$ cat src/rtl/seq_mul4.sv
// Sequential shift-and-add unsigned multiplier, WIDTH x WIDTH -> 2*WIDTH, with start/busy/done.
// Optional macro SEQ_MUL4_EARLY_TERM_EN: finish as soon as the remaining multiplier bits are all zero.
module seq_mul4 #(
    parameter int WIDTH = 4,
    parameter int CNT_W = 3
) (
    input  logic               clk,
    input  logic               rst_n,
    input  logic               start,
    input  logic [WIDTH-1:0]   a,
    input  logic [WIDTH-1:0]   b,
    output logic               busy,
    output logic               done,
    output logic [2*WIDTH-1:0] product
);

    typedef enum logic [1:0] {IDLE, RUN, DONE} state_t;

    state_t             state;
    logic [WIDTH-1:0]   m;
    logic [WIDTH-1:0]   acc;
    logic [WIDTH-1:0]   q;
    logic               c;
    logic [CNT_W-1:0]   cnt;

    logic [WIDTH:0]     sum;
    logic [2*WIDTH-1:0] shifted;
    logic [2*WIDTH-1:0] result;
    logic [CNT_W-1:0]   cnt_inc;
    logic               finish;

`ifdef SEQ_MUL4_EARLY_TERM_EN
    logic [WIDTH-1:0]   rest;
    logic [CNT_W-1:0]   k;
`endif

    // Partial-product adder {C,A} = A + M, then one-bit right shift of {C,A,Q}.
    always_comb begin
        // NOTE: every combinational output gets a value on every path, otherwise a latch is inferred.
        sum     = {c, acc} + (q[0] ? {1'b0, m} : '0);
        shifted = {sum, q[WIDTH-1:1]};
        cnt_inc = cnt + 1'b1;
`ifdef SEQ_MUL4_EARLY_TERM_EN
        // Unexamined multiplier bits after this step are q[WIDTH-1-cnt:1].
        rest    = (q >> 1) & ({WIDTH{1'b1}} >> cnt_inc);
        k       = CNT_W'(WIDTH - 1) - cnt;
        finish  = (rest == '0);
        result  = shifted >> k;
`else
        finish  = (cnt == CNT_W'(WIDTH - 1));
        result  = shifted;
`endif
    end

    always_ff @(posedge clk or negedge rst_n) begin
        if (!rst_n) begin
            state   <= IDLE;
            busy    <= 1'b0;
            done    <= 1'b0;
            product <= '0;
            m       <= '0;
            acc     <= '0;
            q       <= '0;
            c       <= 1'b0;
            cnt     <= '0;
        end else begin
            // NOTE: non-blocking assignments so every register updates from pre-edge values.
            case (state)
                IDLE, DONE: begin
                    done <= 1'b0;
                    if (start) begin
                        m     <= a;
                        q     <= b;
                        acc   <= '0;
                        c     <= 1'b0;
                        cnt   <= '0;
                        busy  <= 1'b1;
                        state <= RUN;
                    end else begin
                        busy  <= 1'b0;
                        state <= IDLE;
                    end
                end
                RUN: begin
                    c   <= 1'b0;
                    acc <= shifted[2*WIDTH-1:WIDTH];
                    q   <= shifted[WIDTH-1:0];
                    cnt <= cnt_inc;
                    if (finish) begin
                        product <= result;
                        busy    <= 1'b0;
                        done    <= 1'b1;
                        state   <= DONE;
                    end
                end
                default: begin
                    busy  <= 1'b0;
                    done  <= 1'b0;
                    state <= IDLE;
                end
            endcase
        end
    end

endmodule

$ cat config.mk
export PLATFORM = sky130hd
export DESIGN_NAME = seq_mul4
export DESIGN_NICKNAME = d
export VERILOG_FILES = /design/src/rtl/seq_mul4.sv
export SDC_FILE = /design/constraint.sdc
export NUM_CORES = 1
export LEC_CHECK = 0
export CAP_MARGIN = 15
export CORE_ASPECT_RATIO = 1.5
export CORE_MARGIN = 10
export CORE_UTILIZATION = 56
export DETAILED_ROUTE_END_ITERATION = 10
export GPL_ROUTABILITY_DRIVEN = 0
export MAX_ROUTING_LAYER = met4
export PLACE_DENSITY = 0.83
export SYNTH_ARGS = -nofsm -noshare
export SYNTH_HDL_FRONTEND = slang
export SYNTH_SLANG_ARGS = --single-unit
$ cat constraint.sdc
create_clock -name clk -period 2.7 [get_ports clk]
set_clock_uncertainty 0.05 [all_clocks]
set_input_delay 0.405 -clock clk [delete_from_list [all_inputs] [get_ports clk]]
set_output_delay 0.405 -clock clk [all_outputs]
set_load 0.03 [all_outputs]
==> impl_metrics.py <==
metrics = {
    "clocking": {
        "clkSinkCount": 26,
        "cts_root_buffer": "clkbuf_4",
        "htree_levels": 1,
        "cts_hold_buffers": 0,
        "post_cts_resized": 0,
        "cts.path.max_buffers": 2,
        "cts_buffers": 3,
        "cts_tree": "yes",
        "clk_latency_ns": 0.33,
        "post_cts_buffers": 0,
        "cts.clk_slew.worst_paths_ns": 0.14,
    },
    "timing": {
        "finalCriticalPeriod_ns": 2.242,
        "fmax_mhz": 446.1,
        "worst_pin_slew_ns": 0.5257,
        "timing.slew.headroom_pct": 64.95,
        "slew_viol_final": 0,
        "setup_violations": 0,
        "hold_ws_ns": 0.3743,
        "setup_tns_ns": 0,
        "finalHoldViolCount": 0,
        "post-route-period-util_pct": 83.03,
        "rsz0062_at_grt": "false",
    },
    "critical_path": {
        "worst-path-buf-inv": 1,
        "rr_worst_depth": 6,
        "startpoint_type": "register",
        "worstReg2RegEnd": "acc[1]",
        "worst_path_max_delay_cell": "clkdlybuf4s50_1",
        "required_ns": 2.25,
        "cpLargestDelayFamily": "buffers and inverters",
        "rr_startpoint": "q[0]",
        "path_cells": "clkdlybuf4s50_1",
        "ff2ff_setup_slack_ns": 0.80,
        "max_stage_delay_ns": 0.78,
        "critical_path_class": "reg -> out",
        "cp.arrival_ns": 1.79,
        "critPathLaunch": "done",
        "cp-end-kind": "output port",
        "cp_max_fo": 13,
    },
    "synth": {
        "synth_most_common_cell": "dfrtp_1",
        "async_flop_share_pct": 100.0,
        "yosysSeqAreaShare_pct": 50.68,
        "yosys.area.top_type_share_pct": 50.68,
        "synth_largest_area_cell": "dfrtp_1",
        "ys.flop_type": "dfrtp_1",
        "synth.avg_cell_area_sq_um": 11.89,
        "synth_fa_ha_area_share_pct": 7.407,
        "synthMuxAreaShare_pct": 13.65,
        "synth_nets": 126,
        "ys_seq_elements": 26,
        "synth.distinct_cells": 28,
        "yosys_warnings": 0,
        "syn-cell-area_sq_um": 1284,
        "synth_top_family_by_area": "multiplexers",
        "synth_edf_count": 0,
        "synth_commonest_cells": "26 x dfrtp_1, 9 x o21ai_0, 8 x mux2_2",
        "synth_compound_area_share_pct": 12.18,
        "synthXorXnorAreaFrac_pct": 2.047,
        "synth_cells": 108,
        "synth_area_leaders": "dfrtp_1 51%, mux2_2 7.0%, ha_1 5.8%",
        "synthSimpleGateAreaFrac_pct": 10.53,
    },
    "worst_hold_path": {
        "holdCritPathClass": "in -> async",
    },
    "power": {
        "power.share.sequential_pct": 40.8,
        "clkPwrFrac_pct": 11.1,
        "peakVddDrop_mv": 0.7872,
        "p_comb_share_pct": 48.0,
        "power.switching_mw": 0.6682,
        "intPower_mw": 1.088,
        "power_density_nw_per_um2": 1156,
        "p_leak_nw": 0.6984,
        "swShare_pct": 38.04,
    },
    "global_route": {
        "grt_overflow_total": 0,
        "antenna_found_initial": 0,
        "grt_pass1_vias": 866,
        "grt_max_degree": 27,
        "track_usage_pct": 10.88,
        "grt_first_pass_wirelength_microns": 3912,
    },
    "route": {
        "totalWireLength_microns": 2286,
        "drt_iter0_drc": 11,
        "post-route-drc-count": 0,
        "wl_per_cell_microns": 15.24,
        "drtPass1Iterations": 4,
        "vias": 845,
        "drtAntennaViolNets": 0,
        "avgViaCountPerCell": 5.633,
    },
    "placement": {
        "port_buffers": 20,
        "dp_hpwl_microns": 1742,
    },
    "finish": {
        "antenna_cells": 0,
        "drive_gt1_share_pct": 14.17,
        "final_util_pct": 68.82,
        "fill_cells": 153,
        "syn_to_final_growth_pct": 18.32,
        "seq_area_sq_um": 650.6,
        "fin_nets": 146,
        "multi_input_area_sq_um": 588.1,
    },
    "floorplanning": {
        "io_pins": 21,
        "initial_utilization_pct": 58.16,
        "dieWidth_microns": 59.09,
        "dieArea_sq_um": 4647,
        "die_y_microns": 78.64,
        "rows": 21,
        "core_area_sq_um": 2207,
    },
    "job": {
        "max_cap_violations": 0,
    },
    "run_status": {
        "status": "completed",
    },
}
-- logic make-up (layout without fill, tap and decap cells) --
| kind of cell | Yosys count | in the layout |
|---|---|---|
| flip-flops | 26 | 26 |
| AO/OA/AOI/OAI | 25 | 25 |
| AND/OR/NAND/NOR | 24 | 24 |
| multiplexers | 15 | 15 |
| buffers and inverters | 8 | 27 |
| adder cells (fa/ha/maj) | 7 | 7 |
| XOR/XNOR | 3 | 3 |
-- area by class of cell --
| type | instances | area share, % |
|---|---|---|
| clock buffer | 4 | 2.389 |
| tap | 23 | 1.895 |
| inverter | 2 | 0.4942 |
| timing repair buffer | 21 | 13.67 |
| sequential | 26 | 42.83 |
| multi-input combinational | 74 | 38.71 |
-- how the worst max path moves through the flow --
stage	end	depth (start not counted)
after floorplan	acc[1]	6
after global placement	m[0]	3
after detailed placement	m[3]	3
after CTS	done	1
after global routing	done	1
final	done	1
-- per-stage QoR --
step | area, sq um | setup slack [ns] | std cells | power, mW
after floorplan | 1284 | 0.9319 | 108 | 1.332
after global placement | 1483 | 0.6695 | 146 | 1.550
after detailed placement | 1483 | 0.6189 | 146 | 1.584
after CTS | 1519 | 0.4526 | 150 | 1.782
after global routing | 1519 | 0.3489 | 150 | 1.900
final | 1519 | 0.4583 | 150 | 1.756
-- routing by layer --
metal | vias up | track usage, % | routed length [microns]
li1 | 415 | - | -
met1 | 405 | 12.44 | 961
met2 | 18 | 16.67 | 1123
met3 | 7 | 2.738 | 128
met4 | 0 | 6.221 | 72
met5 | - | - | 0
-- flip-flops by register name, summed over array words and instances (netlist names) --
name	cells
product	8
acc	4
m	4
q	4
cnt	3
busy	1
done	1
state	1
-- power groups by stage --
stage                     Sequential, mW  Clock, mW  Combinational, mW
after floorplan                    0.774          0              0.558
after global placement             0.714          0              0.836
after detailed placement           0.726          0              0.858
after CTS                          0.719      0.201              0.862
after global routing               0.748      0.212              0.939
final                              0.717      0.195              0.844
-- placed cells by master (no fill, tap or decap), types with 3 or more instances in the layout --
master / count
dfrtp_1: 26
clkbuf_4: 3
a21oi_1: 6
mux2i_1: 4
mux2_4: 3
mux2_2: 8
nand2_1: 5
nand2b_1: 4
ha_1: 6
a21o_1: 3
clkdlybuf4s50_1: 20
nor2b_1: 4
o21ai_0: 9
and2_1: 5
a22o_1: 3
a211oi_1: 3
No activity file was read; power rests on OpenSTA's default activity.
